[config.mk]
export PLATFORM = sky130hd
export DESIGN_NAME = regfile_sequencer_flat
export DESIGN_NICKNAME = d
export VERILOG_FILES = /design/src/rtl/regfile_sequencer_if.sv /design/src/rtl/regfile_sequencer.sv /design/src/flat_wrapper.sv
export SDC_FILE = /design/constraint.sdc
export NUM_CORES = 1
export LEC_CHECK = 0
export CAP_MARGIN = 20
export CORE_MARGIN = 2
export CORE_UTILIZATION = 40
export DETAILED_ROUTE_END_ITERATION = 8
export PLACE_DENSITY_LB_ADDON = 0.05
export SYNTH_ARGS = -nofsm -noshare
export SYNTH_HDL_FRONTEND = slang
export SYNTH_SLANG_ARGS = --single-unit
[constraint.sdc]
create_clock -name clk -period 5.6 [get_ports clk]
set_input_delay 0.84 -clock clk [delete_from_list [all_inputs] [get_ports clk]]
set_output_delay 0.84 -clock clk [all_outputs]
set_load 0.005 [all_outputs]
[src/rtl/regfile_sequencer_if.sv]
// rtl/regfile_sequencer_if.sv - register-file port and dump stream bundle for regfile_sequencer
interface regfile_sequencer_if #(
  parameter int WORD_LENGTH = 32,
  parameter int ADDR_W      = 5
);
  logic                   RegWrite;
  logic [ADDR_W-1:0]      WriteRegister;
  logic [WORD_LENGTH-1:0] WriteData;
  logic [ADDR_W-1:0]      ReadRegister1;
  logic [ADDR_W-1:0]      ReadRegister2;
  logic [WORD_LENGTH-1:0] ReadData1;
  logic [WORD_LENGTH-1:0] ReadData2;
  logic                   dump_valid;
  logic                   dump_ready;
  logic [ADDR_W-1:0]      dump_addr;
  logic [WORD_LENGTH-1:0] dump_data;

  modport master (
    output RegWrite, WriteRegister, WriteData,
    output ReadRegister1, ReadRegister2,
    input  ReadData1, ReadData2,
    output dump_valid, dump_addr, dump_data,
    input  dump_ready
  );

  modport slave (
    input  RegWrite, WriteRegister, WriteData,
    input  ReadRegister1, ReadRegister2,
    output ReadData1, ReadData2,
    input  dump_valid, dump_addr, dump_data,
    output dump_ready
  );
endinterface

[src/rtl/regfile_sequencer.sv]
// rtl/regfile_sequencer.sv - walks a register file, loading an arithmetic pattern or dumping it as a stream
module regfile_sequencer #(
  parameter int WORD_LENGTH = 32,
  parameter int N           = 32,
  parameter int ADDR_W      = 5
) (
  input  logic                   clk,
  input  logic                   reset,
  input  logic                   start,
  input  logic                   mode,
  input  logic [WORD_LENGTH-1:0] seed,
  input  logic [WORD_LENGTH-1:0] step,
  output logic                   busy,
  output logic                   done,
  regfile_sequencer_if.master    bus
);

  typedef enum logic [2:0] {
    IDLE,
    LOAD,
    READ,
    EMIT0,
    EMIT1,
    DONE
  } state_t;

  localparam logic [ADDR_W-1:0] LAST_IDX  = ADDR_W'(N - 1);
  localparam logic [ADDR_W-1:0] LAST_PAIR = ADDR_W'(N - 2);
  localparam logic [ADDR_W-1:0] ONE       = ADDR_W'(1);
  localparam logic [ADDR_W-1:0] TWO       = ADDR_W'(2);

  state_t                 state;
  state_t                 state_n;
  logic [ADDR_W-1:0]      idx;
  logic [ADDR_W-1:0]      idx_p1;
  logic [WORD_LENGTH-1:0] acc;
  logic [WORD_LENGTH-1:0] step_q;
  logic [WORD_LENGTH-1:0] buf0;
  logic [WORD_LENGTH-1:0] buf1;
  // Last driven indices/data, so the register-file port holds outside its active state
  logic [ADDR_W-1:0]      wr_addr_q;
  logic [WORD_LENGTH-1:0] wr_data_q;
  logic [ADDR_W-1:0]      rd_addr1_q;
  logic [ADDR_W-1:0]      rd_addr2_q;

  assign idx_p1 = idx + ONE;

  // State register; reset aborts any command and parks in IDLE
  always_ff @(posedge clk or negedge reset) begin
    if (!reset) begin
      state <= IDLE;
    end else begin
      state <= state_n;
    end
  end

  // Next-state decode and all outputs, driven straight from state and datapath registers
  always_comb begin
    state_n           = state;
    busy              = (state != IDLE);
    done              = (state == DONE);
    bus.RegWrite      = 1'b0;
    bus.WriteRegister = wr_addr_q;
    bus.WriteData     = wr_data_q;
    bus.ReadRegister1 = rd_addr1_q;
    bus.ReadRegister2 = rd_addr2_q;
    bus.dump_valid    = 1'b0;
    bus.dump_addr     = '0;
    bus.dump_data     = '0;
    case (state)
      IDLE: begin
        if (start) begin
          state_n = mode ? READ : LOAD;
        end
      end
      LOAD: begin
        bus.RegWrite      = 1'b1;
        bus.WriteRegister = idx;
        bus.WriteData     = acc;
        if (idx == LAST_IDX) begin
          state_n = DONE;
        end
      end
      READ: begin
        bus.ReadRegister1 = idx;
        bus.ReadRegister2 = idx_p1;
        state_n           = EMIT0;
      end
      EMIT0: begin
        bus.dump_valid = 1'b1;
        bus.dump_addr  = idx;
        bus.dump_data  = buf0;
        if (bus.dump_ready) begin
          state_n = EMIT1;
        end
      end
      EMIT1: begin
        bus.dump_valid = 1'b1;
        bus.dump_addr  = idx_p1;
        bus.dump_data  = buf1;
        if (bus.dump_ready) begin
          state_n = (idx == LAST_PAIR) ? DONE : READ;
        end
      end
      DONE: begin
        state_n = IDLE;
      end
      default: begin
        state_n = IDLE;
      end
    endcase
  end

  // Datapath: index walk, pattern accumulator, read capture and held port values
  always_ff @(posedge clk or negedge reset) begin
    if (!reset) begin
      idx        <= '0;
      acc        <= '0;
      step_q     <= '0;
      buf0       <= '0;
      buf1       <= '0;
      wr_addr_q  <= '0;
      wr_data_q  <= '0;
      rd_addr1_q <= '0;
      rd_addr2_q <= '0;
    end else begin
      case (state)
        IDLE: begin
          if (start) begin
            idx    <= '0;
            acc    <= seed;
            step_q <= step;
          end
        end
        LOAD: begin
          wr_addr_q <= idx;
          wr_data_q <= acc;
          idx       <= idx_p1;
          acc       <= acc + step_q;
        end
        READ: begin
          rd_addr1_q <= idx;
          rd_addr2_q <= idx_p1;
          buf0       <= bus.ReadData1;
          buf1       <= bus.ReadData2;
        end
        EMIT1: begin
          if (bus.dump_ready && (idx != LAST_PAIR)) begin
            idx <= idx + TWO;
          end
        end
        default: begin
        end
      endcase
    end
  end

endmodule

[src/flat_wrapper.sv]
// flat-port wrapper written by rule: the top's interface ports become plain ports
module regfile_sequencer_flat 
#(
  parameter int WORD_LENGTH = 32,
  parameter int N           = 32,
  parameter int ADDR_W      = 5
)
  (clk, reset, start, mode, seed, step, busy, done, bus_RegWrite, bus_WriteRegister, bus_WriteData, bus_ReadRegister1, bus_ReadRegister2, bus_ReadData1, bus_ReadData2, bus_dump_valid, bus_dump_addr, bus_dump_data, bus_dump_ready);
  regfile_sequencer_if #(.WORD_LENGTH(WORD_LENGTH), .ADDR_W(ADDR_W)) bus_i ();
  input  logic clk;
  input  logic reset;
  input  logic start;
  input  logic mode;
  input  logic [WORD_LENGTH-1:0] seed;
  input  logic [WORD_LENGTH-1:0] step;
  output logic busy;
  output logic done;
  output wire logic [$bits(bus_i.RegWrite)-1:0] bus_RegWrite;
  output wire logic [$bits(bus_i.WriteRegister)-1:0] bus_WriteRegister;
  output wire logic [$bits(bus_i.WriteData)-1:0] bus_WriteData;
  output wire logic [$bits(bus_i.ReadRegister1)-1:0] bus_ReadRegister1;
  output wire logic [$bits(bus_i.ReadRegister2)-1:0] bus_ReadRegister2;
  input wire logic [$bits(bus_i.ReadData1)-1:0] bus_ReadData1;
  input wire logic [$bits(bus_i.ReadData2)-1:0] bus_ReadData2;
  output wire logic [$bits(bus_i.dump_valid)-1:0] bus_dump_valid;
  output wire logic [$bits(bus_i.dump_addr)-1:0] bus_dump_addr;
  output wire logic [$bits(bus_i.dump_data)-1:0] bus_dump_data;
  input wire logic [$bits(bus_i.dump_ready)-1:0] bus_dump_ready;
  assign bus_RegWrite = bus_i.RegWrite;
  assign bus_WriteRegister = bus_i.WriteRegister;
  assign bus_WriteData = bus_i.WriteData;
  assign bus_ReadRegister1 = bus_i.ReadRegister1;
  assign bus_ReadRegister2 = bus_i.ReadRegister2;
  assign bus_i.ReadData1 = bus_ReadData1;
  assign bus_i.ReadData2 = bus_ReadData2;
  assign bus_dump_valid = bus_i.dump_valid;
  assign bus_dump_addr = bus_i.dump_addr;
  assign bus_dump_data = bus_i.dump_data;
  assign bus_i.dump_ready = bus_dump_ready;
  regfile_sequencer #(.WORD_LENGTH(WORD_LENGTH), .N(N), .ADDR_W(ADDR_W)) u_core (.clk(clk), .reset(reset), .start(start), .mode(mode), .seed(seed), .step(step), .busy(busy), .done(done), .bus(bus_i));
endmodule
==> flow_summary.yaml, run 1 <==
sta:
  tightest_slew_ns: 0.9656
  fmax_mhz: 264.1
  fin_crit_sh_pct: 67.60
  fin_crit_ns: 3.786
  relSlewSlack_pct: 35.47
  setup_tns_ns: 0
  fin_ws_ns: 1.814
  rsz0062_at_grt: "false"
  finalMaxSlewViolations: 0
  finClkSkew_ns: 0.01255
  final-setup-viol-count: 0
  hold_violations: 0
layout:
  nNetsFinal: 1372
  multi_input_area_um2: 4473
  final_core_util_pct: 54.24
  nFillCells: 2126
  drive_above_1_share_pct: 7.730
  seq_area_um2: 4579
  area_growth_pct: 33.02
  num_antenna_cells: 0
drt:
  drt_first_pass_iters: 4
  route.detailed.drc: 0
  vias_per_cell: 5.101
  wl_met1_um: 11330
  dr_wl_met2_um: 10910
  drt-wirelength-per-cell_um: 16.17
  wirelength_um: 24270
  ant_nets: 0
  wl_met3_um: 1773
  num_vias: 7657
  drt_iter0_markers: 351
  top_layer: "met4"
global_route:
  track_usage_pct: 20.67
  grt_pass1_wl_um: 39760
  grt_max_degree: 95
  antenna_found_initial: 0
  grt-ovfl-total: 0
  grt_pass1_vias: 7737
floorplanning:
  row_count: 55
  io_pins: 221
  fp.dieW_um: 156.2
  core_area_um2: 22710
  dieHeight_um: 156.2
  initial_utilization_pct: 40.78
  die_area_um2: 24380
critical_path:
  critPathLaunchType: "flop"
  crit_arrival_ns: 2.95
  cp_max_fo: 37
  crit_slowest_cell: "nor2_4"
  critPathMaxStageDelay_ns: 0.83
  end_kind: "output port"
  worst-setup-path-type: "reg -> out"
  crit_family: "buffers and inverters"
  crit_buf_inv: 2
  cp.required_ns: 4.76
  crit_path_cell_trace: "clkinv_1 -> nor2_4 -> o21ai_0 -> o31ai_1 -> clkdlybuf4s50_1"
logic_synthesis:
  yosys_warnings: 0
  synthArstFlopShare_pct: 100.0
  synth_compound_area_share_pct: 14.24
  synth_top_area_share_pct: 49.45
  synth_fa_ha_area_share_pct: 4.945
  netlist_area_um2: 9260
  synth_area_leader_cell: "dfrtp_1"
  yosysSeqAreaShare_pct: 49.45
  synth_most_common_cell: "nand2_1"
  synth_seq_cells: 183
  synth_top_family_by_area: "simple AND/OR/NAND/NOR gates"
  netlist_instances: 1006
  synth_mux_area_share_pct: 6.769
  yosys.area_share.xor_xnor_pct: 2.648
  synthDistinctLibCells: 54
  netlist_top_cells_area: "dfrtp_1, nand2_1, ha_1"
  synth_edf_count: 0
  ys.flop_type: "dfrtp_1"
  synth_commonest_cells: "nand2_1, dfrtp_1, o21ai_0"
  synthSimpleGateAreaFrac_pct: 19.46
  syn_area_per_cell_um2: 9.205
  syn_nets: 1175
clocking:
  path_clk_slew_ns: 0.07
  tritoncts: "yes"
  cts_inserted_buffers: 17
  htree_num_levels: 4
  clockRootBuffer: "clkbuf_16"
  clk_latency_ns: 0.43
  cts_hold_buf: 0
  cts_setup_buffers: 0
  clk_path_buf_depth: 2
  cts.repair.resized: 0
  cts_sinks: 183
placed_design:
  placement.io_buffers: 220
  gp_congestion: 0.8211
  pre_cts_slack_ns: 2.271
  dpl.hpwl_um: 16600
pwr:
  power_density_nw_per_um2: 640.9
  p_leak_nw: 5.650
  ir_worst_vdd_mv: 0.3198
status:
  status: "complete, no violations"
hold_path:
  hp-class: "reg -> reg"
flow_run:
  cap_violations: 0
power by group:
| part | leakage (nW) | total, mW | internal (mW) | switching [mW] |
|---|---|---|---|---|
| logic | 3.13 | 4.28 | 2.03 | 2.25 |
| clock network | 0.282 | 1.22 | 0.646 | 0.570 |
| registers | 2.24 | 2.40 | 1.98 | 0.416 |
| total | 5.65 | 7.89 | 4.65 | 3.24 |
cells by family after synthesis:
| logic type | count (synthesis) |
|---|---|
| buf+inv | 60 |
| flops | 183 |
| fa+ha+maj | 36 |
| mux | 58 |
| xor+xnor | 28 |
| simple gates | 445 |
| compound gates | 196 |
layout make-up:
cell class              count  share of cell area, %
well taps                 285                  2.895
clock inverters            14                  1.219
multi-input cells         763                  36.31
repair buffers            229                  18.56
inverters                   9                 0.2743
flip-flops and latches    183                  37.18
clock buffers              18                  3.565
path summary, 6_finish.rpt:
path                                                      from                              to  slack, ns  depth (start not counted)
worst max-delay path               u_core.state[1]$_DFFE_PN0P_                bus_dump_addr[3]       1.81                          5
worst max register to register       u_core.acc[0]$_DFFE_PN0P_      u_core.acc[28]$_DFFE_PN0P_       2.28                         11
worst min register to register  u_core.wr_data_q[10]$_DFF_PN0_  u_core.wr_data_q[10]$_DFF_PN0_       0.47                          2
worst min-delay path            u_core.wr_data_q[10]$_DFF_PN0_  u_core.wr_data_q[10]$_DFF_PN0_       0.47                          2
max in group asynchronous                                reset       u_core.idx[4]$_DFFE_PN0P_       3.97                          2
min in group asynchronous                                reset   u_core.wr_data_q[4]$_DFF_PN0_       0.50                          1
sequential cells by signal, indices dropped and copies added, names as in the netlist:
name,flops
u_core.idx,5
u_core.step_q,32
u_core.rd_addr2_q,5
u_core.rd_addr1_q,5
u_core.buf0,32
u_core.acc,32
u_core.wr_data_q,32
u_core.state,3
u_core.buf1,32
u_core.wr_addr_q,5
worst register-to-register path: stages (launching register included):
cell      delay (ns)
dfrtp_1         0.41
ha_1            0.23
fa_1            0.43
a21o_1          0.24
a221oi_2        0.40
a21oi_2         0.16
a311o_1         0.45
a211oi_2        0.28
o21a_2          0.25
o22ai_1         0.10
xnor2_1         0.17
a21oi_1         0.09
metrics by stage:
stage               std cells  hold slack [ns]  area [um2]  power [mW]
floorplan                1006           0.4461        9260       5.209
global placement         1469           0.4542       11730       6.665
detailed placement       1469           0.4581       11730       6.717
CTS                      1501           0.4767       12320       7.990
global route             1501           0.4894       12320       8.643
finish                   1501           0.4722       12320       7.894
layer usage:
layer,vias up,GRT usage (%)
met5,-,0
met1,3629,27.50
met4,0,5.548
li1,3814,-
met2,196,32.83
met3,18,6.361
cell usage in the layout, fill, tap and decap left out, types with 4 or more instances in the layout:
cell type / synthesis / layout
xnor2_1: 11 / 11
a22o_1: 35 / 35
ha_1: 35 / 35
mux2_2: 37 / 37
nand2_1: 367 / 365
xor2_1: 17 / 17
clkbuf_16: 0 / 17
nor2b_1: 11 / 11
buf_4: 0 / 8
and3_1: 8 / 8
nor2_1: 29 / 28
mux2i_1: 21 / 21
inv_8: 0 / 4
o21a_1: 4 / 4
o22ai_1: 5 / 5
nand3_1: 4 / 4
o21ai_0: 53 / 53
inv_1: 7 / 7
a211oi_1: 11 / 11
nor3_1: 6 / 5
a21oi_1: 40 / 40
dfrtp_1: 183 / 183
o31ai_1: 4 / 4
inv_6: 0 / 5
or3_1: 4 / 4
a31oi_1: 8 / 8
a21o_1: 15 / 15
clkdlybuf4s50_1: 0 / 219
(Power assumes the default switching activity.)
==> run 2, diff against run 1 <==
==> constraint.sdc (replaced) <==
create_clock -name clk -period 3.22 [get_ports clk]
set_input_delay 0.483 -clock clk [delete_from_list [all_inputs] [get_ports clk]]
set_output_delay 0.483 -clock clk [all_outputs]
set_load 0.005 [all_outputs]
==> run 2 against run 1 <==
  * Setup slack lost 1.6 ns
  * Routed wire length shrank 1.5%
  * Sequential share of layout area shrank 0.68 points
  * Clock-buffer cell count grew 2
  * Clock power grew 81%
  * Core utilization grew 1.0 points
  * Worst hold slack lost 0.45 ns
  * Design area grew 1.9%
  * Final cell count grew 0.93%
  * Die area is the same
  * Clock skew grew 0.0012 ns
  * Critical path depth grew 6
  * Critical path type is now reg -> reg
==> flow_summary.yaml, run 2 (synthesized netlist as in run 1, its figures left out) <==
status:
  status: "complete, no violations"
floorplanning:
  dieHeight_um: 156.2
  initial_utilization_pct: 40.78
  io_pins: 221
  core_area_um2: 22710
  die_area_um2: 24380
  row_count: 55
  fp.dieW_um: 156.2
clocking:
  clk_path_buf_depth: 2
  tritoncts: "yes"
  clk_latency_ns: 0.43
  path_clk_slew_ns: 0.07
  cts_inserted_buffers: 17
  htree_num_levels: 4
  cts_sinks: 183
  clockRootBuffer: "clkbuf_16"
hold_path:
  hp-class: "in -> async"
critical_path:
  cp_max_fo: 4
  crit_arrival_ns: 3.34
  critPathLaunchType: "flop"
  cp.required_ns: 3.51
  crit_slowest_cell: "fa_1"
  end_kind: "flop"
  critPathMaxStageDelay_ns: 0.41
  crit_path_cell_trace: "ha_1 -> fa_1 -> a21o_1 -> a221oi_4 -> a21oi_2 -> a311o_1 -> a211oi_2 -> o21a_2 -> o21bai_4 -> nor4_4 -> a311oi_2"
  worst-setup-path-type: "reg -> reg"
drt:
  drt_first_pass_iters: 4
  drt_iter0_markers: 422
  wirelength_um: 23900
  drt-wirelength-per-cell_um: 15.78
  vias_per_cell: 5.047
  num_vias: 7646
  ant_nets: 0
  route.detailed.drc: 0
pwr:
  p_leak_nw: 5.774
  finalPower_mw: 14.11
  ir_worst_vdd_mv: 0.4295
  power_density_nw_per_um2: 1124
placed_design:
  dpl.hpwl_um: 16850
  placement.io_buffers: 220
  gp_congestion: 0.8108
sta:
  final-setup-viol-count: 0
  setup_tns_ns: 0
  fin_crit_ns: 3.050
  finClkSkew_ns: 0.01373
  relSlewSlack_pct: 62.00
  tightest_slew_ns: 0.5701
  worst_hold_slack_ns: 0.02425
  fin_crit_sh_pct: 94.71
  rsz0062_at_grt: "false"
  hold_violations: 0
  fmax_mhz: 327.9
  finalMaxSlewViolations: 0
global_route:
  grt_pass1_wl_um: 39080
  grt-ovfl-total: 0
  antenna_found_initial: 0
  grt_max_degree: 67
  grt_pass1_vias: 7683
  track_usage_pct: 20.16
layout:
  drive_above_1_share_pct: 8.862
  most-common-layout-cells: "nand2_1, clkdlybuf4s50_1, dfrtp_1, o21ai_0, a21oi_1"
  nFillCells: 2124
  nNetsFinal: 1387
  area_growth_pct: 35.55
  final_common_cell: "nand2_1"
  num_antenna_cells: 0
flow_run:
  cap_violations: 0
run 2: repair_timing:
action,CTS,global route
hold buffers,0,0
setup endpoints to repair,12,27
pin swaps,1,2
setup buffers,2,1
gates cloned,0,0
gates resized for setup,2,7
run 2: path summary, 6_finish.rpt:
path	startpoint	end	cells after the start	slack (ns)
max in group asynchronous	reset	u_core.acc[26]$_DFFE_PN0P_	2	2.43
min	reset	u_core.wr_data_q[4]$_DFF_PN0_	1	0.02
min reg2reg	u_core.wr_data_q[30]$_DFF_PN0_	u_core.wr_data_q[30]$_DFF_PN0_	2	0.47
min in group clk	u_core.wr_data_q[30]$_DFF_PN0_	u_core.wr_data_q[30]$_DFF_PN0_	2	0.47
max	u_core.acc[0]$_DFFE_PN0P_	u_core.acc[30]$_DFFE_PN0P_	11	0.17
max reg2reg	u_core.acc[0]$_DFFE_PN0P_	u_core.acc[30]$_DFFE_PN0P_	11	0.17
run 2: report_power, final:
group,switching [mW],internal (mW)
logic,4.02,3.74
clock network,0.935,1.28
registers,0.690,3.45
total,5.65,8.46
run 2: routing by layer:
metal | vias to the layer above | track usage [%] | share of wire, %
met3 | 10 | 6.861 | 7.6
li1 | 3844 | - | -
met4 | 0 | 4.980 | 0.72
met1 | 3603 | 26.25 | 46
met2 | 189 | 32.41 | 45
met5 | - | 0 | 0
run 2: through the flow:
stage,instance area [um2],setup slack [ns],instances,utilization (%)
CTS,12510,0.08296,1514,55.09
global route,12550,0.01013,1515,55.27
floorplan,9260,0.3414,1006,-
finish,12550,0.1705,1515,55.27
global placement,11860,0.1957,1481,52.21
detailed placement,11860,0.1165,1481,52.21
run 2: layout make-up:
type	count	area, um2	area share (%)
Clock inverter	11	163.9	1.306
Sequential cell	183	4581	36.49
Multi-Input combinational cell	763	4498	35.84
Tap cell	285	356.6	2.841
Timing Repair Buffer	244	2461	19.61
Inverter	9	35.03	0.2791
Clock buffer	20	456.7	3.638
run 2: critical path: cells and delay by family, from the launching register on:
kind                     cells  cell delay [ns]
adder cells (fa/ha/maj)      2             0.63
AO/OA/AOI/OAI                8             1.72
flip-flops                   1             0.40
AND/OR/NAND/NOR              1             0.16
